File: config.mk
export PLATFORM = sky130hd
export DESIGN_NAME = systolic_ctrl_flat
export DESIGN_NICKNAME = d
export VERILOG_FILES = /design/src/rtl/systolic_ctrl_if.sv /design/src/rtl/systolic_ctrl.sv /design/src/flat_wrapper.sv
export SDC_FILE = /design/constraint.sdc
export NUM_CORES = 2
export LEC_CHECK = 0
export CAP_MARGIN = 20
export CORE_ASPECT_RATIO = 2
export CORE_MARGIN = 4
export CORE_UTILIZATION = 56
export CTS_CLUSTER_DIAMETER = 60
export DETAILED_ROUTE_END_ITERATION = 16
export PLACE_DENSITY = 0.82
export SYNTH_ARGS = -nofsm -noshare
export SYNTH_HDL_FRONTEND = slang
export SYNTH_SLANG_ARGS = --single-unit
File: constraint.sdc
create_clock -name clk -period 4.6 [get_ports clk]
set_input_delay 0.92 -clock clk [delete_from_list [all_inputs] [get_ports clk]]
set_output_delay 0.92 -clock clk [all_outputs]
set_load 0.02 [all_outputs]
File: src/rtl/systolic_ctrl_if.sv
// Tile-load and array-feed signal bundle for systolic_ctrl.
// master = host/DMA side driving writes and starts, slave = the sequencer.
interface systolic_ctrl_if #(
    parameter int unsigned DATA_WIDTH = 16,
    parameter int unsigned DIM        = 3,
    parameter int unsigned K_MAX      = 16
);
    localparam int unsigned K_W    = $clog2(K_MAX);
    localparam int unsigned LANE_W = (DIM > 1) ? $clog2(DIM) : 1;
    localparam int unsigned FEED_W = DATA_WIDTH * DIM;

    logic                  wr_en;
    logic                  wr_sel;
    logic [LANE_W-1:0]     wr_lane;
    logic [K_W-1:0]        wr_addr;
    logic [DATA_WIDTH-1:0] wr_data;
    logic                  start;
    logic [K_W:0]          k_len;
    logic [FEED_W-1:0]     feed_1;
    logic [FEED_W-1:0]     feed_2;
    logic                  acc_clr;
    logic                  busy;
    logic                  done;
    logic                  err;
    logic [15:0]           run_count;

    modport master (
        output wr_en, wr_sel, wr_lane, wr_addr, wr_data, start, k_len,
        input  feed_1, feed_2, acc_clr, busy, done, err, run_count
    );

    modport slave (
        input  wr_en, wr_sel, wr_lane, wr_addr, wr_data, start, k_len,
        output feed_1, feed_2, acc_clr, busy, done, err, run_count
    );
endinterface

File: src/rtl/systolic_ctrl.sv
// Operand sequencer for a DIM x DIM systolic array: per-lane K-deep buffers, skewed feed, clear/drain/done.
// Optional completed-run counter enabled by defining SYSTOLIC_CTRL_RUN_COUNT_EN.
module systolic_ctrl #(
    parameter int unsigned DATA_WIDTH = 16,
    parameter int unsigned DIM        = 3,
    parameter int unsigned K_MAX      = 16
) (
    input  logic            clk,
    input  logic            rst,
    systolic_ctrl_if.slave  bus
);
    localparam int unsigned K_W    = $clog2(K_MAX);
    localparam int unsigned LANE_W = (DIM > 1) ? $clog2(DIM) : 1;
    localparam int unsigned FEED_W = DATA_WIDTH * DIM;
    localparam int unsigned CNT_W  = $clog2(K_MAX + DIM + 1);

    typedef enum logic [2:0] {
        S_IDLE,
        S_CLEAR,
        S_STREAM,
        S_DRAIN,
        S_DONE
    } state_e;

    state_e            state_q, state_d;
    logic [CNT_W-1:0]  cnt_q, cnt_d;
    logic [K_W:0]      klen_q, klen_d;
    logic [FEED_W-1:0] feed_1_q, feed_1_d;
    logic [FEED_W-1:0] feed_2_q, feed_2_d;
    logic              acc_clr_q, acc_clr_d;
    logic              busy_q, busy_d;
    logic              done_q, done_d;
    logic              err_q, err_d;

    logic [DATA_WIDTH-1:0] down_buf  [DIM][K_MAX];
    logic [DATA_WIDTH-1:0] right_buf [DIM][K_MAX];
    logic [CNT_W-1:0]      rd_idx    [DIM];

    logic wr_ok;
    logic klen_ok;
    logic stream_last;
    logic drain_last;

    assign wr_ok = bus.wr_en && (state_q == S_IDLE)
                 && ({1'b0, bus.wr_lane} < (LANE_W + 1)'(DIM));
    assign klen_ok = (bus.k_len != '0) && (bus.k_len <= (K_W + 1)'(K_MAX));
    assign stream_last = (cnt_q + CNT_W'(1)) == (CNT_W'(klen_q) + CNT_W'(DIM - 1));
    assign drain_last  = (cnt_q == CNT_W'(DIM - 1));

    // Operand storage is deliberately not reset; only the host rewrites it.
    always_ff @(posedge clk) begin
        if (wr_ok) begin
            if (bus.wr_sel) right_buf[bus.wr_lane][bus.wr_addr] <= bus.wr_data;
            else            down_buf[bus.wr_lane][bus.wr_addr]  <= bus.wr_data;
        end
    end

    always_comb begin
        state_d  = state_q;
        cnt_d    = cnt_q;
        klen_d   = klen_q;
        err_d    = 1'b0;
        feed_1_d = '0;
        feed_2_d = '0;

        case (state_q)
            S_IDLE: begin
                if (bus.start) begin
                    if (klen_ok) begin
                        klen_d  = bus.k_len;
                        state_d = S_CLEAR;
                    end else begin
                        err_d = 1'b1;
                    end
                end
            end
            S_CLEAR: begin
                cnt_d   = '0;
                state_d = S_STREAM;
            end
            S_STREAM: begin
                if (stream_last) begin
                    cnt_d   = '0;
                    state_d = S_DRAIN;
                end else begin
                    cnt_d = cnt_q + CNT_W'(1);
                end
            end
            S_DRAIN: begin
                if (drain_last) state_d = S_DONE;
                else            cnt_d   = cnt_q + CNT_W'(1);
            end
            S_DONE:  state_d = S_IDLE;
            default: state_d = S_IDLE;
        endcase

        // Lane j lags by j cycles so element k meets PE[i][j] at cycle k+i+j.
        for (int unsigned j = 0; j < DIM; j++) begin
            rd_idx[j] = cnt_d - CNT_W'(j);
            if ((state_d == S_STREAM) && (cnt_d >= CNT_W'(j))
                && (rd_idx[j] < CNT_W'(klen_q))) begin
                feed_1_d[j*DATA_WIDTH +: DATA_WIDTH] = down_buf[j][rd_idx[j][K_W-1:0]];
                feed_2_d[j*DATA_WIDTH +: DATA_WIDTH] = right_buf[j][rd_idx[j][K_W-1:0]];
            end
        end

        acc_clr_d = (state_d == S_CLEAR);
        busy_d    = (state_d != S_IDLE);
        done_d    = (state_d == S_DONE);
    end

    always_ff @(posedge clk or posedge rst) begin
        if (rst) begin
            state_q   <= S_IDLE;
            cnt_q     <= '0;
            klen_q    <= '0;
            feed_1_q  <= '0;
            feed_2_q  <= '0;
            acc_clr_q <= 1'b0;
            busy_q    <= 1'b0;
            done_q    <= 1'b0;
            err_q     <= 1'b0;
        end else begin
            state_q   <= state_d;
            cnt_q     <= cnt_d;
            klen_q    <= klen_d;
            feed_1_q  <= feed_1_d;
            feed_2_q  <= feed_2_d;
            acc_clr_q <= acc_clr_d;
            busy_q    <= busy_d;
            done_q    <= done_d;
            err_q     <= err_d;
        end
    end

    assign bus.feed_1  = feed_1_q;
    assign bus.feed_2  = feed_2_q;
    assign bus.acc_clr = acc_clr_q;
    assign bus.busy    = busy_q;
    assign bus.done    = done_q;
    assign bus.err     = err_q;

`ifdef SYSTOLIC_CTRL_RUN_COUNT_EN
    logic [15:0] run_count_q, run_count_d;

    // Counts up together with the done pulse; wraps naturally at 16 bits.
    assign run_count_d = run_count_q + 16'(done_d);

    always_ff @(posedge clk or posedge rst) begin
        if (rst) run_count_q <= '0;
        else     run_count_q <= run_count_d;
    end

    assign bus.run_count = run_count_q;
`else
    assign bus.run_count = '0;
`endif

endmodule

File: src/flat_wrapper.sv
// flat-port wrapper written by rule: the top's interface ports become plain ports
module systolic_ctrl_flat 
#(
    parameter int unsigned DATA_WIDTH = 16,
    parameter int unsigned DIM        = 3,
    parameter int unsigned K_MAX      = 16
)
  (clk, rst, bus_wr_en, bus_wr_sel, bus_wr_lane, bus_wr_addr, bus_wr_data, bus_start, bus_k_len, bus_feed_1, bus_feed_2, bus_acc_clr, bus_busy, bus_done, bus_err, bus_run_count);
  systolic_ctrl_if #(.DATA_WIDTH(DATA_WIDTH), .DIM(DIM), .K_MAX(K_MAX)) bus_i ();
  input  logic clk;
  input  logic rst;
  input wire logic [$bits(bus_i.wr_en)-1:0] bus_wr_en;
  input wire logic [$bits(bus_i.wr_sel)-1:0] bus_wr_sel;
  input wire logic [$bits(bus_i.wr_lane)-1:0] bus_wr_lane;
  input wire logic [$bits(bus_i.wr_addr)-1:0] bus_wr_addr;
  input wire logic [$bits(bus_i.wr_data)-1:0] bus_wr_data;
  input wire logic [$bits(bus_i.start)-1:0] bus_start;
  input wire logic [$bits(bus_i.k_len)-1:0] bus_k_len;
  output wire logic [$bits(bus_i.feed_1)-1:0] bus_feed_1;
  output wire logic [$bits(bus_i.feed_2)-1:0] bus_feed_2;
  output wire logic [$bits(bus_i.acc_clr)-1:0] bus_acc_clr;
  output wire logic [$bits(bus_i.busy)-1:0] bus_busy;
  output wire logic [$bits(bus_i.done)-1:0] bus_done;
  output wire logic [$bits(bus_i.err)-1:0] bus_err;
  output wire logic [$bits(bus_i.run_count)-1:0] bus_run_count;
  assign bus_i.wr_en = bus_wr_en;
  assign bus_i.wr_sel = bus_wr_sel;
  assign bus_i.wr_lane = bus_wr_lane;
  assign bus_i.wr_addr = bus_wr_addr;
  assign bus_i.wr_data = bus_wr_data;
  assign bus_i.start = bus_start;
  assign bus_i.k_len = bus_k_len;
  assign bus_feed_1 = bus_i.feed_1;
  assign bus_feed_2 = bus_i.feed_2;
  assign bus_acc_clr = bus_i.acc_clr;
  assign bus_busy = bus_i.busy;
  assign bus_done = bus_i.done;
  assign bus_err = bus_i.err;
  assign bus_run_count = bus_i.run_count;
  systolic_ctrl #(.DATA_WIDTH(DATA_WIDTH), .DIM(DIM), .K_MAX(K_MAX)) u_core (.clk(clk), .rst(rst), .bus(bus_i));
endmodule
==> impl_metrics.tcl <==
set metrics [dict create \
    status "completed" \
    synth_top_flop_cell "sky130_fd_sc_hd__edfxtp_1" \
    grt_start_max_net_pins 129 \
    area.growth.synth_to_final_pct 12.9 \
    synth-compound-area-share 0.0221 \
    die_w_um 245 \
    postSynth.asyncResetShare 0.0685 \
    dominant_combinational_cell_family_by_area_after_synthesis "multiplexers" \
    timing.critical_path.fanout_max 32 \
    remaining_drc_errors 0 \
    io_buffers 131 \
    finalMaxSlewViolations 0 \
    overall_track_demand_over_capacity_in_global_routing 0.255 \
    placed_cells 4562 \
    synth.ff_latch_count 1649 \
    routed_wirelength_mm 150 \
    floorplan.die_area_mm2 0.118 \
    global_route.overflow_total 0 \
    final_core_utilization 0.638 \
    nets 3251 \
    drv.max_cap_violation_count 0 \
    finalWorstPathRequiredPeriod_ns 4.37 \
    ant_nets 0 \
    yosys.area_share.xor_xnor 0.00261 \
    synth-adder-area-share 0.00398 \
    clock_path_buffers 3 \
    dpl.hpwl_mm 83.3 \
    drt_iter0_drc 3951 \
    grt_first_pass_wirelength_mm 219 \
    mean_cell_area_of_the_mapped_netlist_um2 21.5 \
    tightest_slew_ns 1.13 \
    maxSlewHeadroom 0.249 \
    endpoint_kind "flop" \
    crit_required_ns 5.23 \
    timing.critical_path.arrival_ns 5.00 \
    final_layout_size_suffix_gt1_frac 0.227 \
    number_of_standard_cells_after_synthesis 2927 \
    synthTopCellsByArea "sky130_fd_sc_hd__edfxtp_1, sky130_fd_sc_hd__mux4_2, sky130_fd_sc_hd__dfrtp_1" \
    post_synthesis_instance_area_mm2 0.0629 \
    clock_sink_count 1649 \
    post-synth-top-area-fraction 0.733 \
    routabilityCongestion 0.864 \
    synth_simple_gate_area_share 0.0225 \
    fp-row-count 173 \
    cts.clk_slew.worst_paths_ns 0.07 \
    ys_top_cells_by_count "sky130_fd_sc_hd__edfxtp_1, sky130_fd_sc_hd__mux4_2, sky130_fd_sc_hd__mux2i_1" \
    first_pass_iters 8 \
    kind_of_path_behind_the_tightest_hold_check "flop to flop" \
    fillerInstances 6978 \
    cts_made_buffers 121 \
    synth_enable_flop_cells 1536 \
    most_area_hungry_cell_type_in_the_yosys_netlist "sky130_fd_sc_hd__edfxtp_1" \
    clock_tree.root_cell "sky130_fd_sc_hd__clkbuf_16" \
    synth_most_common_cell "sky130_fd_sc_hd__edfxtp_1" \
    worst_skew_pair.late_latency_ns 0.75 \
    timing.final.setup_violations 0 \
    synth_mux_area_frac 0.155 \
    tritoncts "yes" \
    detail_route.wl_per_cell_um 31.3 \
    unrepaired_setup_endpoints_after_global_routing "no" \
    start_util 0.565 \
    vias_in_the_first_global_route 32600 \
    route.vias.total 31300 \
    antenna_found_initial 2 \
    final-instance-count-excl-fill 4794 \
    routed_via_density 6.53 \
    dieHeight_um 482 \
    skew_ns 0.0335 \
    crit_type "flop to flop" \
    yosysWarnings 0 \
    synth-seq-area-share 0.778 \
    final-hold-violation-count 0 \
    timing.final.crit_share 0.951 \
    fmax_mhz 229 \
    core-area_mm2 0.111 \
    num_io_pins 148 \
    cts.htree.levels 3 \
    worst_setup_path_start_kind "flop" \
    yosys.cell_types.count 58 \
]
what timing repair did:
item	CTS	global route
hold buffers	0	0
buffers inserted	0	0
resized for setup	4	10
setup endpoints to repair	64	76
registers in the layout, summed over array words and instances (netlist names):
register / count
u_core.cnt_q: 5
u_core.bus.done: 1
u_core.klen_q: 5
u_core.bus.busy: 1
u_core.state_q: 3
u_core.bus.feed_1: 48
u_core.bus.acc_clr: 1
u_core.bus.err: 1
u_core.right_buf: 768
u_core.bus.feed_2: 48
u_core.down_buf: 768
final timing paths:
check,from,end,slack (ns),depth (start not counted)
max in group asynchronous,rst,u_core.cnt_q[0]$_DFF_PP0_,3.01,3
min in group asynchronous,rst,u_core.bus.feed_1[12]$_DFF_PP0_,0.78,2
setup reg to reg,u_core.cnt_q[0]$_DFF_PP0_,u_core.bus.feed_1[35]$_DFF_PP0_,0.23,17
setup / recovery,u_core.cnt_q[0]$_DFF_PP0_,u_core.bus.feed_1[35]$_DFF_PP0_,0.23,17
hold reg to reg,u_core.klen_q[0]$_DFFE_PP0P_,u_core.klen_q[0]$_DFFE_PP0P_,0.63,2
hold / removal,u_core.klen_q[0]$_DFFE_PP0P_,u_core.klen_q[0]$_DFFE_PP0P_,0.63,2
cell usage in the layout (no fill, tap or decap), types with 8 or more instances in the layout:
master | Yosys | layout
sky130_fd_sc_hd__edfxtp_1 | 1536 | 1536
sky130_fd_sc_hd__mux4_2 | 316 | 316
sky130_fd_sc_hd__mux2i_1 | 265 | 265
sky130_fd_sc_hd__buf_4 | 35 | 161
sky130_fd_sc_hd__nor2_1 | 139 | 139
sky130_fd_sc_hd__clkbuf_16 | 0 | 124
sky130_fd_sc_hd__clkdlybuf4s50_1 | 0 | 115
sky130_fd_sc_hd__dfrtp_1 | 113 | 112
sky130_fd_sc_hd__o22ai_1 | 64 | 63
sky130_fd_sc_hd__a21oi_1 | 41 | 41
sky130_fd_sc_hd__nand2_1 | 37 | 37
sky130_fd_sc_hd__o221ai_1 | 32 | 32
sky130_fd_sc_hd__a22o_1 | 31 | 31
sky130_fd_sc_hd__nor4_2 | 30 | 30
sky130_fd_sc_hd__clkinv_1 | 1 | 27
sky130_fd_sc_hd__clkinv_2 | 0 | 27
sky130_fd_sc_hd__buf_12 | 0 | 24
sky130_fd_sc_hd__inv_1 | 21 | 18
sky130_fd_sc_hd__ha_1 | 20 | 18
sky130_fd_sc_hd__conb_1 | 1 | 16
sky130_fd_sc_hd__clkbuf_1 | 59 | 16
sky130_fd_sc_hd__nand3_1 | 12 | 12
sky130_fd_sc_hd__bufinv_16 | 0 | 11
sky130_fd_sc_hd__xnor2_1 | 9 | 8
sky130_fd_sc_hd__o21ai_0 | 8 | 8
sky130_fd_sc_hd__clkbuf_8 | 0 | 8
logic make-up (layout without fill, tap and decap cells):
family | after synthesis | count (layout)
flops | 1649 | 1649
other cells | 1 | 19
compound gates | 201 | 201
xor+xnor | 14 | 14
fa+ha+maj | 20 | 20
simple gates | 266 | 266
mux | 581 | 581
buf+inv | 195 | 557
layer usage:
| metal | wire length (um) | GRT usage | part of all wire |
|---|---|---|---|
| met5 | 0 | 0 | 0 |
| met4 | 7410 | 0.110 | 0.049 |
| met3 | 11900 | 0.0391 | 0.079 |
| met2 | 80300 | 0.455 | 0.54 |
| met1 | 50300 | 0.310 | 0.34 |
layout make-up:
type	count	area (um2)	share of cell area
clock inverter	80	726	0.0102
clock buffer	148	3270	0.0461
sequential	1649	49000	0.689
tap	1487	1860	0.0262
antenna	3	7.51	0.000106
inverter	25	116	0.00164
timing repair buffer	304	2900	0.0408
multi-input combinational	1098	13200	0.185
per-stage QoR:
step / area, um2 / TNS [ns] / hold WS, ns / worst slack (ns)
floorplan: 63000 / 0 / 0.524 / 0.0404
global placement: 66900 / -0.159 / 0.621 / -0.0126
detailed placement: 66900 / -6.66 / 0.618 / -0.200
CTS: 70900 / 0 / 0.632 / 0.0135
global route: 71000 / 0 / 0.610 / 0.0127
finish: 71000 / 0 / 0.631 / 0.226
critical path, stage by stage, from the launching register on:
cell,delay [ns]
sky130_fd_sc_hd__dfrtp_2,0.46
sky130_fd_sc_hd__inv_1,0.12
sky130_fd_sc_hd__ha_1,0.21
sky130_fd_sc_hd__or4b_1,0.55
sky130_fd_sc_hd__a32o_1,0.32
sky130_fd_sc_hd__nor4_1,0.19
sky130_fd_sc_hd__or2_2,0.33
sky130_fd_sc_hd__nand2_1,0.14
sky130_fd_sc_hd__nor2_1,0.13
sky130_fd_sc_hd__xnor2_1,0.14
sky130_fd_sc_hd__ha_1,0.27
sky130_fd_sc_hd__nand4b_1,0.10
sky130_fd_sc_hd__a21oi_1,0.06
sky130_fd_sc_hd__a2111oi_1,0.36
sky130_fd_sc_hd__buf_4,0.21
sky130_fd_sc_hd__nand2b_2,0.08
sky130_fd_sc_hd__buf_6,0.22
sky130_fd_sc_hd__o22ai_1,0.29
Power is not shown: default switching activity piles up to over one toggle a cycle in this logic, so the estimate is an artifact.
